**config.mk**
```make
export PLATFORM = sky130hd
export DESIGN_NAME = pulse_gen
export DESIGN_NICKNAME = d
export VERILOG_FILES = /design/src/rtl/pulse_pkg.sv /design/src/rtl/phase_timer.sv /design/src/rtl/pulse_gen.sv
export SDC_FILE = /design/constraint.sdc
export NUM_CORES = 1
export LEC_CHECK = 0
export ABC_AREA = 0
export CELL_PAD_IN_SITES_DETAIL_PLACEMENT = 1
export CELL_PAD_IN_SITES_GLOBAL_PLACEMENT = 1
export CORE_MARGIN = 5
export CORE_UTILIZATION = 52
export DETAILED_ROUTE_END_ITERATION = 8
export DONT_BUFFER_PORTS = 1
export GPL_ROUTABILITY_DRIVEN = 0
export GPL_TIMING_DRIVEN = 0
export PLACE_DENSITY = 0.83
export SYNTH_ARGS = -nofsm -noshare
export SYNTH_HDL_FRONTEND = slang
export SYNTH_SLANG_ARGS = --single-unit
```
**constraint.sdc**
```tcl
create_clock -name cnt_clk -period 9.3 [get_ports cnt_clk]
set_clock_uncertainty 0.15 [all_clocks]
set_input_delay 1.86 -clock cnt_clk [delete_from_list [all_inputs] [get_ports cnt_clk]]
set_output_delay 1.86 -clock cnt_clk [all_outputs]
set_load 0.005 [all_outputs]
```
**src/rtl/pulse_pkg.sv**
```systemverilog
// pulse_pkg: shared FSM encoding, default widths and pulse-width trigger mode codes
package pulse_pkg;

    localparam int CNT_W_DEF = 32;
    localparam int NUM_W_DEF = 16;

    typedef enum logic [1:0] {
        IDLE = 2'd0,
        HIGH = 2'd1,
        LOW  = 2'd2
    } pulse_state_t;

    // func_sel codes of the pulse-width trigger that this generator exercises
    typedef enum logic [1:0] {
        FUNC_GT = 2'b00,
        FUNC_LT = 2'b01,
        FUNC_IN = 2'b10
    } func_sel_t;

endpackage

```
**src/rtl/phase_timer.sv**
```systemverilog
// phase_timer: loadable down-counter with terminal-count flag, reloaded once per pulse phase
//   cnt_clk  : counter clock
//   cnt_clr  : asynchronous active-low reset
//   load     : load load_val this cycle
//   load_val : value to count down from
//   tc       : counter is at zero
module phase_timer import pulse_pkg::*; #(
    parameter int CNT_W = CNT_W_DEF
) (
    input  logic             cnt_clk,
    input  logic             cnt_clr,
    input  logic             load,
    input  logic [CNT_W-1:0] load_val,
    output logic             tc
);

    logic [CNT_W-1:0] cnt;

    always_ff @(posedge cnt_clk or negedge cnt_clr) begin
        if (!cnt_clr) cnt <= '0;
        else          cnt <= load ? load_val : (cnt == '0 ? cnt : cnt - 1'b1);
    end

    assign tc = cnt == '0;

endmodule

```
**src/rtl/pulse_gen.sv**
```systemverilog
// pulse_gen: programmable pulse-train generator with exact high/low widths in cnt_clk cycles
//   cnt_clk, cnt_clr      : clock, asynchronous active-low reset
//   start, stop           : burst request / abort (stop wins)
//   high_width, low_width : active / inactive phase lengths (0 behaves as 1)
//   pulse_num             : pulses per burst, 0 = continuous
//   polarity              : 0 = active-high, 1 = active-low
//   pulse_out, busy, done : registered pulse, burst-in-progress, completion strobe
//   pulse_cnt             : pulses fully emitted in current/last burst (saturating)
module pulse_gen import pulse_pkg::*; #(
    parameter int CNT_W = CNT_W_DEF,
    parameter int NUM_W = NUM_W_DEF
) (
    input  logic             cnt_clk,
    input  logic             cnt_clr,
    input  logic             start,
    input  logic             stop,
    input  logic [CNT_W-1:0] high_width,
    input  logic [CNT_W-1:0] low_width,
    input  logic [NUM_W-1:0] pulse_num,
    input  logic             polarity,
    output logic             pulse_out,
    output logic             busy,
    output logic             done,
    output logic [NUM_W-1:0] pulse_cnt
);

    pulse_state_t     state, state_nxt;
    logic [CNT_W-1:0] hw_l, lw_l, load_val;
    logic [NUM_W-1:0] num_l, cnt_inc;
    logic             pol_l, pol_sel, load, tc, accept, pulse_end, fin;

    phase_timer #(.CNT_W(CNT_W)) u_timer (
        .cnt_clk  (cnt_clk),
        .cnt_clr  (cnt_clr),
        .load     (load),
        .load_val (load_val),
        .tc       (tc)
    );

    assign cnt_inc = &pulse_cnt ? pulse_cnt : pulse_cnt + 1'b1;
    // idle level follows the live polarity; during and at the end of a burst the latched one
    assign pol_sel = state == IDLE ? polarity : pol_l;

    always_comb begin
        state_nxt = state;
        load      = 1'b0;
        load_val  = '0;
        accept    = 1'b0;
        pulse_end = 1'b0;
        fin       = 1'b0;
        case (state)
            IDLE: if (start && !stop) begin
                // the start cycle itself is spent in HIGH with the output still inactive,
                // so the first HIGH phase counts H+1 cycles (H down to 0)
                accept    = 1'b1;
                state_nxt = HIGH;
                load      = 1'b1;
                load_val  = high_width == '0 ? CNT_W'(1) : high_width;
            end
            HIGH: if (stop) state_nxt = IDLE;
            else if (tc) begin
                state_nxt = LOW;
                load      = 1'b1;
                load_val  = lw_l == '0 ? '0 : lw_l - 1'b1;
            end
            LOW: if (stop) state_nxt = IDLE;
            else if (tc) begin
                pulse_end = 1'b1;
                if (num_l != '0 && cnt_inc == num_l) begin
                    state_nxt = IDLE;
                    fin       = 1'b1;
                end else begin
                    state_nxt = HIGH;
                    load      = 1'b1;
                    load_val  = hw_l == '0 ? '0 : hw_l - 1'b1;
                end
            end
            default: state_nxt = IDLE;
        endcase
    end

    always_ff @(posedge cnt_clk or negedge cnt_clr) begin
        if (!cnt_clr) begin
            state     <= IDLE;
            hw_l      <= '0;
            lw_l      <= '0;
            num_l     <= '0;
            pol_l     <= 1'b0;
            pulse_out <= 1'b0;
            busy      <= 1'b0;
            done      <= 1'b0;
            pulse_cnt <= '0;
        end else begin
            state <= state_nxt;
            if (accept) begin
                hw_l  <= high_width;
                lw_l  <= low_width;
                num_l <= pulse_num;
                pol_l <= polarity;
            end
            pulse_out <= (state != IDLE && state_nxt == HIGH) ? ~pol_sel : pol_sel;
            busy      <= state_nxt != IDLE;
            done      <= fin;
            pulse_cnt <= accept ? '0 : (pulse_end ? cnt_inc : pulse_cnt);
        end
    end

endmodule

```
==> metrics.md, run 1 <==
| Metric | Value |
|---|---|
| Number of DRC markers in iteration 0 | `498` |
| Clock latency of the later-clocked register in the worst-skew pair | `roughly 0.44 ns` |
| Final design instance area without fill | `just over 9000 µm²` |
| Max Freq | `between 200 and 250 MHz` |
| Max-cap violations | `0` |
| Crit-path max FO | `10` |
| Avg Vias per Cell | `between 6 and 7` |
| Netlist Area Pre-Place | `approximately 8200 µm²` |
| Buffers & Inverters on Critical Path | `4` |
| First-pass GRT wire length | `44800 µm` |
| Core area | `15300 µm²` |
| Number of primary I/O pins | `104` |
| Delay-heaviest family, CP | `simple AND/OR/NAND/NOR gates` |
| Most frequent cells in the layout | `nand2_1, dfrtp_1, nor2_1, xnor2_1, clkbuf_1` |
| Share of the yosys chip area belonging to registers | `41.0%` |
| Nature of the critical path endpoint | `flop` |
| Setup repair after global routing missed its margin | `no` |
| Post-route setup TNS | `0 ns` |
| Largest net degree at the start of global routing | `roughly 140` |
| Deepest clock path buffer count | `2` |
| Post-Syn Area per Cell | `8.07 µm²` |
| Outcome | `completed` |
| Total track usage | `a little under a third` |
| Die Outline Area | `~18000 µm²` |
| Transition time at the pin with the least slew margin | `approximately 1.3 ns` |
| Data required time at the worst endpoint | `about 9.5 ns` |
| CP startpoint kind | `flop` |
| Critical path's most frequent cell | `clkbuf_1` |
| Clk pin slew, worst setup/hold paths | `0.06 ns` |
| Worst Hold Class | `flop to flop` |
| Leading cell type in the layout, fill and taps excluded | `nand2_1` |
| Lkg Pwr | `0.00395 µW` |
| Post-detailed-routing wire length | `between 20000 and 30000 µm` |
| Arr. time, crit path | `slightly above 5 ns` |
| Total CTS buffers | `17` |
| Final critical-path share of the clock period | `between 50% and 60%` |
| Final Hold Vio Count | `0` |
| Total global routing overflow | `0` |
| Yosys warns | `0` |
| DIE WIDTH | `approximately 140 µm` |
| Worst-case register-to-register setup slack | `between 4 and 5 ns` |
| Diodes inserted | `0` |
| Post-synth ARST share | `100%` |
| Via count | `between 7000 and 8000` |
| Most instantiated flip-flop cell in the synthesis netlist | `dfrtp_1` |
| Area Growth Syn to Fin | `10.6%` |
| Master cell of the clock root buffer | `clkbuf_16` |
| Post-synth net total | `approximately 1100` |
| Number of hold buffers added after cts | `0` |
| Number of filler instances in the final layout | `1900` |
| CTS tree | `done` |
| Number of instances resized during post-cts repair | `0` |
| Total number of placement rows | `45` |
| Instance count of the mapped netlist | `~1000` |
| Detailed-routing iteration count for the pre-antenna-repair pass | `7` |
| CP max stage delay | `0.54 ns` |
| Critical-path cell with the highest stage delay | `clkbuf_1` |
| H-Tree Level Count | `4` |
| Number of buffer cells added on primary ports | `0` |
| Worst rel slew slack | `around a tenth` |
| Hpwl dp | `between 20000 and 25000 µm` |
| PD cells | `between 200 and 250 nW/µm²` |
| Count of clock tree sinks | `~130` |
| Minimum clock period | `roughly 5 ns` |
| Peak VDD IR | `~150 µV` |
| Cell-by-cell trace of the critical path | `ha_1 > clkbuf_1 > nand4_1 > nor4_1 > clkbuf_1 > mux2i_1 > o21ai_0 > nor4b_1 > and3_1 > o21a_1 > clkbuf_1 > clkbuf_1 > nand3_1 > nand2_1` |
| Post-detailed-route wirelength per cell | `between 20 and 25 µm` |
| Number of nets in the layout | `between 1000 and 1500` |
| Area after DPL | `8460 µm²` |
| Postcts setup bufs | `0` |
| Initial antenna violation count | `0` |
| Flop and latch count out of synthesis | `~130` |
| Final number of max-transition violations | `0` |
| Yosys cell types | `between 60 and 70` |
| Number of enable-type register cells in the synthesized netlist | `0` |
| # DRC | `0` |
| Antenna-violating nets left | `0` |
| Final setup viols | `0` |
| Height of the chip | `between 100 and 150 µm` |
| Via count of the first global-routing pass | `a little over 8000` |
| Initial Utilization | `a little over half` |
| Crit Path Class | `flop to flop` |
| Share of post-route cells with drive strength above 1 | `~5.3%` |
| Worst hold slack across all endpoints | `~0.35 ns` |
final timing paths:
path	startpoint	to	cells past startpoint
setup / recovery	pulse_cnt[1]$_DFFE_PN0P_	u_timer.cnt[23]$_DFFE_PN0P_	14
hold / removal	pol_l$_DFFE_PN0P_	pol_l$_DFFE_PN0P_	2
setup reg to reg	pulse_cnt[1]$_DFFE_PN0P_	u_timer.cnt[23]$_DFFE_PN0P_	14
hold reg to reg	pol_l$_DFFE_PN0P_	pol_l$_DFFE_PN0P_	2
max in group asynchronous	cnt_clr	u_timer.cnt[24]$_DFFE_PN0P_	0
min in group asynchronous	cnt_clr	lw_l[5]$_DFFE_PN0P_	0
per-stage QoR:
| stage | total power (µW) | setup slack [ns] | utilization [%] | instances |
|---|---|---|---|---|
| floorplan | 1060 | 5.39 | - | 1014 |
| global placement | 1150 | 3.68 | 55.1 | 1225 |
| detailed placement | 1170 | 4.61 | 55.2 | 1226 |
| CTS | 1870 | 4.56 | 59.1 | 1257 |
| global route | 1960 | 4.17 | 59.1 | 1257 |
| finish | 1870 | 4.44 | 59.1 | 1257 |
registers in the layout, indices dropped and copies added, names as in the netlist:
register / count
busy: 1
done: 1
hw_l: 32
lw_l: 32
num_l: 16
pol_l: 1
pulse_cnt: 16
pulse_out: 1
state: 2
u_timer.cnt: 32
cell type report:
class | count | area, µm² | share of cell area, %
Clock inverter | 12 | 156 | 1.73
Timing Repair Buffer | 1 | 7.51 | 0.0830
Multi-Input combinational cell | 812 | 4560 | 50.4
Inverter | 10 | 37.5 | 0.415
Sequential cell | 134 | 3350 | 37.1
Buffer | 58 | 233 | 2.57
Clock buffer | 19 | 433 | 4.78
Tap cell | 211 | 264 | 2.92
cell families after synthesis:
logic type                 after synthesis  share of synthesized area [%]
AOI/OAI and AO/OA                      123                           9.96
muxes                                   11                           1.38
DFF                                    134                           41.0
and+or+nand+nor                        572                           32.8
xor gates and xnor gates               101                           10.8
buffers and inverters                   68                           3.30
adders and majority gates                5                          0.765
synth_stat cells (3+ instances only):
| cell type | instances | area (µm²) |
|---|---|---|
| a21oi_1 | 28 | 140 |
| a221oi_1 | 17 | 149 |
| a222oi_1 | 3 | 30.0 |
| a311oi_1 | 3 | 26.3 |
| a31oi_1 | 4 | 25.0 |
| and2_1 | 5 | 31.3 |
| and3_1 | 7 | 43.8 |
| and4_1 | 4 | 35.0 |
| clkbuf_1 | 52 | 195 |
| dfrtp_1 | 134 | 3350 |
| ha_1 | 5 | 62.6 |
| inv_1 | 10 | 37.5 |
| mux2i_1 | 9 | 90.1 |
| nand2_1 | 286 | 1070 |
| nand2b_1 | 10 | 62.6 |
| nand3_1 | 30 | 150 |
| nand3b_1 | 4 | 30.0 |
| nand4_1 | 13 | 81.3 |
| nor2_1 | 83 | 312 |
| nor3_1 | 31 | 155 |
| nor3b_1 | 3 | 22.5 |
| nor4_1 | 39 | 244 |
| nor4b_1 | 5 | 43.8 |
| o21ai_0 | 37 | 185 |
| o22ai_1 | 6 | 37.5 |
| o31ai_1 | 4 | 30.0 |
| o41ai_1 | 4 | 35.0 |
| or2_2 | 7 | 43.8 |
| or3_1 | 17 | 106 |
| or4_1 | 13 | 97.6 |
| xnor2_1 | 59 | 517 |
| xor2_1 | 42 | 368 |
tightest hold or removal path, stage by stage, from the launching register on:
cell     delay (ns)
dfrtp_1        0.35
nand2_1        0.06
nand2_1        0.06
where the power goes:
part	switching [µW]	leakage [µW]	internal (µW)
clock	272	0.000275	419
combinational	206	0.00198	162
sequential	128	0.00170	686
total	605	0.00395	1270
metal layers:
layer / vias up / global-route usage (%) / wire (µm)
met5: - / 0 / 0
met4: 0 / 13.8 / 1010
met3: 73 / 7.50 / 2290
met2: 317 / 51.5 / 13400
met1: 3892 / 39.9 / 11500
li1: 3552 / - / -
Note: power is estimated with default switching activity, not from simulation.
==> run 2: changes to the inputs <==
- CORE_UTILIZATION: 52 -> 48
- PLACE_DENSITY: 0.83 -> 0.77
- clock period: 9.3 -> 4.75 ns (I/O delays scaled with it)
==> metrics.md, run 2 (synthesis gave the netlist of run 1 again) <==
| Metric | Value |
|---|---|
| Termination of the worst setup path | `u_timer.cnt[25]$_DFFE_PN0P_` |
| Crit Path Class | `flop to flop` |
| Via count | `about 7700` |
| Max Freq | `around 220 MHz` |
| Post-route setup TNS | `0 ns` |
| Multi-input combinational cell area | `4580 µm²` |
| Final Instance Count excl. Fillers | `1268` |
| Total number of placement rows | `between 40 and 50` |
| Logic depth of the worst register-to-register path | `14` |
| Nature of the critical path endpoint | `flop` |
| Largest net degree at the start of global routing | `about 140` |
| First-pass GRT wire length | `about 45000 µm` |
| PD cells | `about 400 nW/µm²` |
| Number of primary I/O pins | `approximately 100` |
| Avg Vias per Cell | `6.04` |
| Initial Utilization | `49.2%` |
| Transition time at the pin with the least slew margin | `about 1.4 ns` |
| Detailed-routing iteration count for the pre-antenna-repair pass | `5` |
| Height of the chip | `between 100 and 150 µm` |
| Total CTS buffers | `17` |
| Post-detailed-routing wire length | `about 28000 µm` |
| Number of filler instances in the final layout | `roughly 2100` |
| Total global routing overflow | `0` |
| CP startpoint kind | `flop` |
| Deepest clock path buffer count | `2` |
| Post-detailed-route wirelength per cell | `around 22 µm` |
| Number of nets in the layout | `1126` |
| Number of cells in the design after placement | `1235` |
| Area Growth Syn to Fin | `11.0%` |
| Clock latency of the later-clocked register in the worst-skew pair | `~0.43 ns` |
| Master cell of the clock root buffer | `clkbuf_16` |
| Initial antenna violation count | `0` |
| Leading cell type in the layout, fill and taps excluded | `nand2_1` |
| Number of hold buffers added after cts | `0` |
| Final design instance area without fill | `slightly above 9000 µm²` |
| Total area of sequential cells | `around 3400 µm²` |
| Die Outline Area | `19800 µm²` |
| Power consumption | `between 3000 and 4000 µW` |
| Final number of max-transition violations | `0` |
| R2r endpoint | `u_timer.cnt[25]$_DFFE_PN0P_` |
| Final critical-path share of the clock period | `between 90 and 100%` |
| Arr. time, crit path | `about 4.7 ns` |
| Outcome | `completed` |
| Data required time at the worst endpoint | `between 4 and 5 ns` |
| H-Tree Level Count | `4` |
| Crit. Startpoint | `pulse_cnt[1]$_DFFE_PN0P_` |
| Peak VDD IR | `~300 µV` |
| Clk pin slew, worst setup/hold paths | `0.06 ns` |
| Final Hold Vio Count | `0` |
| Number of buffer cells added on primary ports | `0` |
| RR Startpoint | `pulse_cnt[1]$_DFFE_PN0P_` |
| Number of DRC markers in iteration 0 | `between 600 and 700` |
| Largest registers in the final layout | `hw_l (32), lw_l (32), u_timer.cnt (32)` |
| Worst rel slew slack | `under 10%` |
| Worst-case register-to-register setup slack | `about 0.21 ns` |
| Share of post-route cells with drive strength above 1 | `under 10%` |
| Setup repair after global routing missed its margin | `no` |
| Final setup viols | `0` |
| Lkg Pwr | `approximately 0.004 µW` |
| Crit-path max FO | `10` |
| # DRC | `0` |
| Core area | `between 15000 and 20000 µm²` |
| CTS tree | `done` |
| Count of clock tree sinks | `approximately 130` |
| Antenna-violating nets left | `0` |
| Total track usage | `~29%` |
| Area after DPL | `8470 µm²` |
| Max-cap violations | `0` |
| Via count of the first global-routing pass | `8049` |
| Most frequent cells in the layout | `nand2_1, dfrtp_1, nor2_1, xnor2_1, clkbuf_1` |
| Worst Hold Class | `primary input to asynchronous set/reset pin` |
| Minimum clock period | `4.54 ns` |
| DIE WIDTH | `141 µm` |
| Diodes inserted | `0` |
| Hpwl dp | `just over 20000 µm` |
## run 2: cell types whose count changed in the layout (fill, tap and decap cells not counted)
cell and change:
clkbuf_2 +2, clkbuf_1 -3, nor4_1 -1, clkinv_2 -1, bufinv_16 -1, inv_6 +3, inv_8 +1, nor4bb_2 +1
nor4_2 +1, nor4bb_1 -1, buf_4 +2, clkinv_4 -1
## run 2: through the flow
| stage | worst slack, ns | util, % | hold WS (ns) |
|---|---|---|---|
| finish | 0.205 | 54.6 | 0.0619 |
| global route | 0.0497 | 54.6 | 0.0453 |
| CTS | 0.00580 | 54.4 | 0.0500 |
| detailed placement | 0.0190 | 50.9 | 0.336 |
| global placement | 0.0395 | 50.8 | 0.315 |
| floorplan | 1.15 | - | 0.295 |
## run 2: repair_timing
| item | in CTS | in global routing |
|---|---|---|
| resized for setup | 1 | 4 |
| pin swaps | 0 | 1 |
| setup endpoints to repair | 10 | 26 |
| buffers inserted | 0 | 2 |
## run 2: area by class of cell
type / instances / share of cell area (%)
timing repair buffer: 3 / 0.248
inverter: 10 / 0.413
buffer: 58 / 2.59
sequential: 134 / 36.9
clock buffer: 18 / 4.73
tap: 220 / 3.03
multi-input combinational: 812 / 50.4
clock inverter: 13 / 1.65
## run 2: layer usage
layer | routed length, µm | vias to the layer above | track usage, %
met5 | 0 | - | 0
met1 | 12000 | 3784 | 38.4
li1 | - | 3557 | -
met4 | 733 | 0 | 9.59
met3 | 2110 | 57 | 6.95
met2 | 13300 | 256 | 46.6
## run 2: report_power, final
part | total [µW] | switching (µW) | leakage, µW | internal (µW)
Combinational | 709 | 391 | 0.00200 | 317
Clock | 1330 | 554 | 0.000271 | 778
Sequential | 1590 | 243 | 0.00170 | 1340
## run 2: critical path: stages, from the launching register on
cell and delay (ns):
dfrtp_1 0.54, ha_1 0.22, clkbuf_1 0.31, nand4_1 0.19, buf_4 0.20, nor4_2 0.27, clkbuf_2 0.30, mux2i_1 0.22
o21ai_0 0.16, nor4b_1 0.43, and3_1 0.33, o21a_1 0.16, clkbuf_1 0.33, buf_2 0.37, mux2i_1 0.26
## run 2: how the worst min path moves through the flow
| stage | slack, ns | to | from | depth (start not counted) |
|---|---|---|---|---|
| global route | 0.05 | lw_l[6]$_DFFE_PN0P_ | cnt_clr | 0 |
| detailed placement | 0.34 | pol_l$_DFFE_PN0P_ | pol_l$_DFFE_PN0P_ | 2 |
| finish | 0.06 | lw_l[7]$_DFFE_PN0P_ | cnt_clr | 0 |
| CTS | 0.05 | lw_l[6]$_DFFE_PN0P_ | cnt_clr | 0 |
| floorplan | 0.29 | pol_l$_DFFE_PN0P_ | pol_l$_DFFE_PN0P_ | 2 |
| global placement | 0.32 | pol_l$_DFFE_PN0P_ | pol_l$_DFFE_PN0P_ | 2 |
==> run 3: changes to the inputs <==
- SKIP_CTS_REPAIR_TIMING: default -> 1
==> results of run 3 <==
Final layout, timing and power as in run 2 (identical DEF).
